### config.mk
export PLATFORM = sky130hd
export DESIGN_NAME = cistern_level_monitor_flat
export DESIGN_NICKNAME = d
export VERILOG_FILES = /design/src/rtl/cistern_pkg.sv /design/src/rtl/cistern_level_monitor_if.sv /design/src/rtl/cistern_code_debounce.sv /design/src/rtl/cistern_level_monitor.sv /design/src/flat_wrapper.sv
export SDC_FILE = /design/constraint.sdc
export NUM_CORES = 1
export LEC_CHECK = 0
export BUFFER_PORTS_ARGS = -buffer_cell sky130_fd_sc_hd__buf_2
export CAP_MARGIN = 25
export CORE_MARGIN = 5
export CORE_UTILIZATION = 45
export CTS_BUF_LIST = sky130_fd_sc_hd__clkbuf_8 sky130_fd_sc_hd__clkbuf_16
export CTS_CLUSTER_SIZE = 12
export DETAILED_ROUTE_END_ITERATION = 12
export GPL_TIMING_DRIVEN = 0
export PLACE_DENSITY = 0.66
export SYNTH_ARGS = -nofsm -noshare
export SYNTH_HDL_FRONTEND = slang
export SYNTH_HIERARCHICAL = 1
export SYNTH_SLANG_ARGS = --single-unit
### constraint.sdc
create_clock -name clk -period 2.8 [get_ports clk]
set_input_delay 0.28 -clock clk [delete_from_list [all_inputs] [get_ports clk]]
set_output_delay 0.28 -clock clk [all_outputs]
set_load 0.03 [all_outputs]
### src/rtl/cistern_pkg.sv
// Shared definitions for the cistern level monitor: level-code constants,
// FSM state type, 7-segment patterns and the code -> level decoder.
package cistern_pkg;

    localparam logic [3:0] CODE_LVL0         = 4'b0000;
    localparam logic [3:0] CODE_LVL1         = 4'b0001;
    localparam logic [3:0] CODE_LVL2         = 4'b1010;
    localparam logic [3:0] CODE_LVL3         = 4'b0011;
    localparam logic [3:0] CODE_LVL4         = 4'b0100;
    localparam logic [3:0] CODE_LVL5         = 4'b0101;
    localparam logic [3:0] CODE_LVL6         = 4'b0110;
    localparam logic [3:0] CODE_LVL7         = 4'b0111;
    localparam logic [3:0] CODE_LVL8         = 4'b1000;
    localparam logic [3:0] CODE_SENSOR_FAULT = 4'b1110;

    localparam logic [3:0] LEVEL_MAX = 4'd8;

    typedef enum logic [1:0] {
        ST_IDLE    = 2'd0,
        ST_FILLING = 2'd1,
        ST_FAULT   = 2'd2
    } state_t;

    // Segment order {g,f,e,d,c,b,a}, active-high
    localparam logic [6:0] SEG_BLANK = 7'b0000000;
    localparam logic [6:0] SEG_0     = 7'b0111111;
    localparam logic [6:0] SEG_1     = 7'b0000110;
    localparam logic [6:0] SEG_2     = 7'b1011011;
    localparam logic [6:0] SEG_3     = 7'b1001111;
    localparam logic [6:0] SEG_4     = 7'b1100110;
    localparam logic [6:0] SEG_5     = 7'b1101101;
    localparam logic [6:0] SEG_6     = 7'b1111101;
    localparam logic [6:0] SEG_7     = 7'b0000111;
    localparam logic [6:0] SEG_8     = 7'b1111111;
    localparam logic [6:0] SEG_E     = 7'b1111001;

    typedef struct packed {
        logic       valid;
        logic [3:0] level;
    } decode_t;

    // Level 2 uses 1010 rather than 0010 so that a single stuck float
    // switch produces an invalid code instead of a plausible level.
    function automatic decode_t decode_code(input logic [3:0] code);
        decode_t d;
        d.valid = 1'b1;
        d.level = 4'd0;
        case (code)
            CODE_LVL0:         d.level = 4'd0;
            CODE_LVL1:         d.level = 4'd1;
            CODE_LVL2:         d.level = 4'd2;
            CODE_LVL3:         d.level = 4'd3;
            CODE_LVL4:         d.level = 4'd4;
            CODE_LVL5:         d.level = 4'd5;
            CODE_LVL6:         d.level = 4'd6;
            CODE_LVL7:         d.level = 4'd7;
            CODE_LVL8:         d.level = 4'd8;
            CODE_SENSOR_FAULT: d.valid = 1'b0;
            default:           d.valid = 1'b0;
        endcase
        return d;
    endfunction

    function automatic logic [6:0] seg_of(input logic [3:0] lvl);
        logic [6:0] s;
        case (lvl)
            4'd0:    s = SEG_0;
            4'd1:    s = SEG_1;
            4'd2:    s = SEG_2;
            4'd3:    s = SEG_3;
            4'd4:    s = SEG_4;
            4'd5:    s = SEG_5;
            4'd6:    s = SEG_6;
            4'd7:    s = SEG_7;
            4'd8:    s = SEG_8;
            default: s = SEG_E;
        endcase
        return s;
    endfunction

endpackage

### src/rtl/cistern_level_monitor_if.sv
// Level-code input and panel/pump output bundle of the cistern level monitor.
// The master side is the encoder/panel environment, the slave side the monitor.
interface cistern_level_monitor_if;
    logic [3:0] level_code;
    logic       fault_clr;
    logic [3:0] level;
    logic       level_valid;
    logic [6:0] seg;
    logic       pump_on;
    logic       overflow;
    logic       fault;

    modport master (
        output level_code, fault_clr,
        input  level, level_valid, seg, pump_on, overflow, fault
    );

    modport slave (
        input  level_code, fault_clr,
        output level, level_valid, seg, pump_on, overflow, fault
    );
endinterface

### src/rtl/cistern_code_debounce.sv
// Debounces the raw 4-bit level code. A code must be seen on
// STABLE_CYCLES consecutive samples before it is loaded into acc_code;
// accept pulses on every cycle acc_code is (re)loaded.
module cistern_code_debounce #(
    parameter int STABLE_CYCLES = 4
) (
    input  logic       clk,
    input  logic       rst,
    input  logic [3:0] level_code,
    output logic [3:0] acc_code,
    output logic       accept
);

    localparam int                CNT_W   = (STABLE_CYCLES > 2) ? $clog2(STABLE_CYCLES) : 1;
    localparam logic [CNT_W-1:0]  CNT_MAX = CNT_W'(STABLE_CYCLES - 1);

    logic [3:0]       code_q;
    logic [CNT_W-1:0] stab_cnt;
    logic             same;

    assign same   = (level_code == code_q);
    assign accept = same && (stab_cnt == CNT_MAX);

    // Sample the code, count consecutive matches and load the accepted code
    always_ff @(posedge clk) begin
        if (rst) begin
            code_q   <= 4'd0;
            stab_cnt <= '0;
            acc_code <= 4'd0;
        end else begin
            code_q <= level_code;
            if (!same) begin
                stab_cnt <= '0;
            end else if (stab_cnt != CNT_MAX) begin
                stab_cnt <= stab_cnt + 1'b1;
            end
            if (accept) begin
                acc_code <= code_q;
            end
        end
    end

endmodule

### src/rtl/cistern_level_monitor.sv
// Cistern level monitor: debounces the float-switch level code, decodes it
// to 0..8, drives a 7-segment digit, a hysteretic fill-pump FSM and the
// overflow/fault flags. Optional macro DRY_RUN_TIMEOUT_EN adds a pump
// run-time limit (MAX_RUN_CYCLES without a level rise forces FAULT).
module cistern_level_monitor
    import cistern_pkg::*;
#(
    parameter int STABLE_CYCLES  = 4,
    parameter int LOW_THR        = 2,
    parameter int HIGH_THR       = 7,
    parameter int MAX_RUN_CYCLES = 1000000
) (
    input  logic                    clk,
    input  logic                    rst,
    cistern_level_monitor_if.slave  bus
);

    if (STABLE_CYCLES < 2 || LOW_THR < 0 || LOW_THR >= HIGH_THR ||
        HIGH_THR > 8 || MAX_RUN_CYCLES < 2) begin : g_param_check
        $error("cistern_level_monitor: illegal parameter combination");
    end

    localparam logic [3:0] LOW_LVL  = 4'(LOW_THR);
    localparam logic [3:0] HIGH_LVL = 4'(HIGH_THR);

    logic [3:0] acc_code;
    logic       accept;
    logic       have_code;
    decode_t    dec;
    state_t     state;
    state_t     next_state;
    logic       run_timeout;

    logic [3:0] level_r;
    logic       level_valid_r;
    logic [6:0] seg_r;
    logic       pump_r;
    logic       overflow_r;
    logic       fault_r;

    cistern_code_debounce #(
        .STABLE_CYCLES (STABLE_CYCLES)
    ) u_debounce (
        .clk        (clk),
        .rst        (rst),
        .level_code (bus.level_code),
        .acc_code   (acc_code),
        .accept     (accept)
    );

`ifdef DRY_RUN_TIMEOUT_EN
    localparam int               RUN_W   = $clog2(MAX_RUN_CYCLES + 1);
    localparam logic [RUN_W-1:0] RUN_LIM = RUN_W'(MAX_RUN_CYCLES - 1);

    logic [RUN_W-1:0] run_cnt;

    assign run_timeout = (state == ST_FILLING) && (run_cnt >= RUN_LIM);

    // Count pumping time; held at zero outside FILLING so entry starts fresh
    always_ff @(posedge clk) begin
        if (rst) begin
            run_cnt <= '0;
        end else if (state != ST_FILLING) begin
            run_cnt <= '0;
        end else if (dec.valid && (dec.level > level_r)) begin
            run_cnt <= '0;
        end else if (!run_timeout) begin
            run_cnt <= run_cnt + 1'b1;
        end
    end
`else
    assign run_timeout = 1'b0;
`endif

    // Decode the accepted code and pick the next pump state
    always_comb begin
        dec        = decode_code(acc_code);
        next_state = state;
        if (!have_code) begin
            next_state = ST_IDLE;
        end else begin
            case (state)
                ST_IDLE: begin
                    if (!dec.valid) begin
                        next_state = ST_FAULT;
                    end else if (dec.level <= LOW_LVL) begin
                        next_state = ST_FILLING;
                    end
                end
                ST_FILLING: begin
                    if (!dec.valid) begin
                        next_state = ST_FAULT;
                    end else if (dec.level >= HIGH_LVL) begin
                        next_state = ST_IDLE;
                    end else if (run_timeout) begin
                        next_state = ST_FAULT;
                    end
                end
                ST_FAULT: begin
                    if (bus.fault_clr && dec.valid) begin
                        next_state = ST_IDLE;
                    end
                end
                default: next_state = ST_IDLE;
            endcase
        end
    end

    // Pump FSM with registered panel outputs; level/overflow hold during FAULT
    always_ff @(posedge clk) begin
        if (rst) begin
            state         <= ST_IDLE;
            have_code     <= 1'b0;
            level_r       <= 4'd0;
            level_valid_r <= 1'b0;
            seg_r         <= SEG_BLANK;
            pump_r        <= 1'b0;
            overflow_r    <= 1'b0;
            fault_r       <= 1'b0;
        end else begin
            have_code <= have_code | accept;
            state     <= next_state;
            pump_r    <= (next_state == ST_FILLING);
            fault_r   <= (next_state == ST_FAULT);
            if (have_code) begin
                if (next_state == ST_FAULT) begin
                    level_valid_r <= 1'b0;
                    seg_r         <= SEG_E;
                end else begin
                    level_valid_r <= 1'b1;
                    level_r       <= dec.level;
                    overflow_r    <= (dec.level == LEVEL_MAX);
                    seg_r         <= seg_of(dec.level);
                end
            end
        end
    end

    assign bus.level       = level_r;
    assign bus.level_valid = level_valid_r;
    assign bus.seg         = seg_r;
    assign bus.pump_on     = pump_r;
    assign bus.overflow    = overflow_r;
    assign bus.fault       = fault_r;

endmodule
### src/flat_wrapper.sv
// flat-port wrapper written by rule: the top's interface ports become plain ports
module cistern_level_monitor_flat import cistern_pkg::*;
#(
    parameter int STABLE_CYCLES  = 4,
    parameter int LOW_THR        = 2,
    parameter int HIGH_THR       = 7,
    parameter int MAX_RUN_CYCLES = 1000000
)
  (clk, rst, bus_level_code, bus_fault_clr, bus_level, bus_level_valid, bus_seg, bus_pump_on, bus_overflow, bus_fault);
  cistern_level_monitor_if bus_i ();
  input  logic clk;
  input  logic rst;
  input wire logic [$bits(bus_i.level_code)-1:0] bus_level_code;
  input wire logic [$bits(bus_i.fault_clr)-1:0] bus_fault_clr;
  output wire logic [$bits(bus_i.level)-1:0] bus_level;
  output wire logic [$bits(bus_i.level_valid)-1:0] bus_level_valid;
  output wire logic [$bits(bus_i.seg)-1:0] bus_seg;
  output wire logic [$bits(bus_i.pump_on)-1:0] bus_pump_on;
  output wire logic [$bits(bus_i.overflow)-1:0] bus_overflow;
  output wire logic [$bits(bus_i.fault)-1:0] bus_fault;
  assign bus_i.level_code = bus_level_code;
  assign bus_i.fault_clr = bus_fault_clr;
  assign bus_level = bus_i.level;
  assign bus_level_valid = bus_i.level_valid;
  assign bus_seg = bus_i.seg;
  assign bus_pump_on = bus_i.pump_on;
  assign bus_overflow = bus_i.overflow;
  assign bus_fault = bus_i.fault;
  cistern_level_monitor #(.STABLE_CYCLES(STABLE_CYCLES), .LOW_THR(LOW_THR), .HIGH_THR(HIGH_THR), .MAX_RUN_CYCLES(MAX_RUN_CYCLES)) u_core (.clk(clk), .rst(rst), .bus(bus_i));
endmodule
==> results.cfg <==
[status]
status = completed

[min_path]
hold_path_class = input pin to register

[critical_path]
r2r_cells = 8
critPathCapture = u_core/bus.seg[2]
reg2reg_to = u_core/bus.seg[2]
r2r_slack_ns = 0.57
cp-end-kind = register
required_ns = 2.95
worstPathArrival_ns = 2.38
setup.worst_path.class = register to register
timing.rr.start = u_core/u_debounce/acc_code[0]
startpoint_type = register
worstSetupStartpoint = u_core/u_debounce/acc_code[0]
worst-path-max-fanout = 10

[placed_design]
gp_congestion = 0.9043
place_area_mm2 = 0.001525
place.detailed.hpwl_um = 2159
port_buffers = 21
place_ws_ns = 0.5899

[timing]
clock_skew_ns = 0.001692
hold_viol = 0
finalMaxSlewViolations = 0
fmax_ghz = 0.4489
rsz0062_at_grt = false
finalSetupViolations = 0
slew_headroom_pct = 65.84
period_share_pct = 79.56
worstMarginPinSlew_ns = 0.5053
worst_slack_ns = 0.5723
setup_tns_ns = 0
finalCriticalPeriod_ns = 2.228

[cells_and_area]
final_nets = 193
final_util_pct = 52.63
antenna_cells = 0
final_cell_mix = 28 x dfxtp_1, 24 x buf_2, 13 x nor2_1
final_cell_area_mm2 = 0.001580
area_growth_pct = 14.61
drive_gt1_share_pct = 19.66
final_common_cell = dfxtp_1

[die]
num_rows = 20
start_util_pct = 45.92
dieArea_mm2 = 0.004271
io_pins = 22
core_mm2 = 0.003003
dieHeight_um = 65.36
die_x_um = 65.36

[yosys]
ys_seq_area_share_pct = 40.65
synth_cells = 153
syn_nets = 167
ys.warnings.count = 6
synth.ff_latch_count = 28
async_flop_share_pct = 0
synth_top_flop_cell = dfxtp_1
synth-edff-count = 0
synth.avg_cell_area_um2 = 9.012
synthDistinctLibCells = 43
syn-cell-area_mm2 = 0.001379

[clock_tree]
clk_pin_slew_ns = 0.09
post_cts_buffers = 0
postCtsHoldBufs = 0
htree_levels = 1
numCtsBuffers = 3
worstSkewPairLatency_ns = 0.27
cts_resized = 0
cts-root-buf = clkbuf_8
cts_tree = built
numClockSinks = 28
clockBufferDepth = 2

[drt]
wl_per_cell_um = 13.08
num_vias = 1181
vias_per_cell = 5.597
postRouteAntennaNets = 0
drtPass1Iterations = 4
routed_wl_um = 2760
drcViolationCount = 0
drt_iter0_drc = 66

[power]
p_per_area_mw_per_mm2 = 429.3
power_leakage_nw = 0.6512
irDropWorstVdd_uv = 233.3

[grt]
grt.overflow.total = 0
antenna_found_initial = 0
grt_pass1_vias = 1089
grt_usage_pct = 15.03
grt_max_degree = 16
grt_first_pass_wirelength_um = 4933

[job]
maxCapViolCount = 0
==> sequential cells by signal (all words and copies together) (netlist names), 2 cells and up <==
| name | count |
|---|---|
| u_core/u_debounce/acc_code | 4 |
| u_core/bus.seg | 7 |
| u_core/bus.level | 4 |
| u_core/state | 2 |
| u_core/u_debounce/code_q | 4 |
| u_core/u_debounce/stab_cnt | 2 |
==> how the worst min path moves through the flow <==
stage	from	end	slack, ns	depth (start not counted)
finish	bus_level_code[3]	u_core/u_debounce/code_q[3]	0.24	2
global route	bus_level_code[3]	u_core/u_debounce/code_q[3]	0.24	2
CTS	bus_level_code[3]	u_core/u_debounce/code_q[3]	0.23	2
detailed placement	u_core/u_debounce/acc_code[0]	u_core/u_debounce/acc_code[0]	0.45	2
global placement	u_core/bus.level[1]	u_core/bus.level[1]	0.45	2
floorplan	bus_level_code[0]	u_core/u_debounce/code_q[0]	0.41	1
==> cell families (layout without fill, tap and decap cells) <==
kind of cell	after synthesis	in the layout	synth area share [%]
simple gates	57	57	25.41
compound gates	40	40	18.15
flops	28	28	40.65
buf+inv	14	39	4.808
fa+ha+maj	7	7	6.352
xor+xnor	5	5	3.176
mux	2	2	1.452
==> synthesized netlist by cell type, types with 2 or more instances <==
| library cell | count | area [um^2] |
|---|---|---|
| a211oi_1 | 2 | 15.01 |
| nand2b_1 | 10 | 62.56 |
| o21ai_1 | 5 | 25.02 |
| inv_1 | 4 | 15.01 |
| a21oi_1 | 9 | 45.04 |
| a221oi_1 | 2 | 17.52 |
| nand3_1 | 4 | 20.02 |
| nor4_1 | 2 | 12.51 |
| o21a_1 | 5 | 37.54 |
| o31ai_1 | 2 | 15.01 |
| nand2_1 | 5 | 18.77 |
| or4_1 | 2 | 15.01 |
| nor2b_1 | 5 | 31.28 |
| clkbuf_1 | 4 | 15.01 |
| xor2_1 | 5 | 43.79 |
| nor2_1 | 13 | 48.80 |
| nand4b_1 | 4 | 35.03 |
| buf_2 | 3 | 15.01 |
| ha_1 | 7 | 87.58 |
| mux2i_1 | 2 | 20.02 |
| nor4b_1 | 2 | 17.52 |
| o21ai_0 | 8 | 40.04 |
| dfxtp_1 | 28 | 560.5 |
==> cell type report <==
class | instances | area (um^2)
Fill cell | 306 | 1423
Multi-Input combinational cell | 111 | 752.0
Sequential cell | 28 | 560.5
Timing Repair Buffer | 21 | 105.1
Clock buffer | 4 | 55.05
Buffer | 9 | 45.04
Tap cell | 33 | 41.29
Inverter | 5 | 21.27
==> where the power goes <==
part	switching (mW)	leakage [nW]	internal, mW	total, mW
clock	0.121	0.0288	0.126	0.246
combinational	0.0156	0.396	0.0126	0.0282
sequential	0.00234	0.227	0.401	0.404
==> per-stage QoR <==
step	instances	hold WS (ns)	power [mW]
after CTS	211	0.2344	0.6890
after global routing	211	0.2390	0.7157
after global placement	207	0.4533	0.4411
after detailed placement	207	0.4523	0.4419
final	211	0.2399	0.6784
after floorplan	153	0.4082	0.4323
==> metal layers <==
layer	GRT usage, %	part of all wire, %
met1	16.77	42
met2	25.79	49
met3	3.761	6.4
met4	8.549	2.6
met5	0	0
==> worst max-delay path, stage by stage (launching register included) <==
cell and delay [ns]:
dfxtp_1 0.32, buf_2 0.17, o21a_1 0.23, or3b_1 0.48, ha_1 0.30, nor4b_1 0.28, a21oi_1 0.06, o21ai_0 0.16
o32ai_1 0.10
Note: power is estimated with default switching activity, not from simulation.
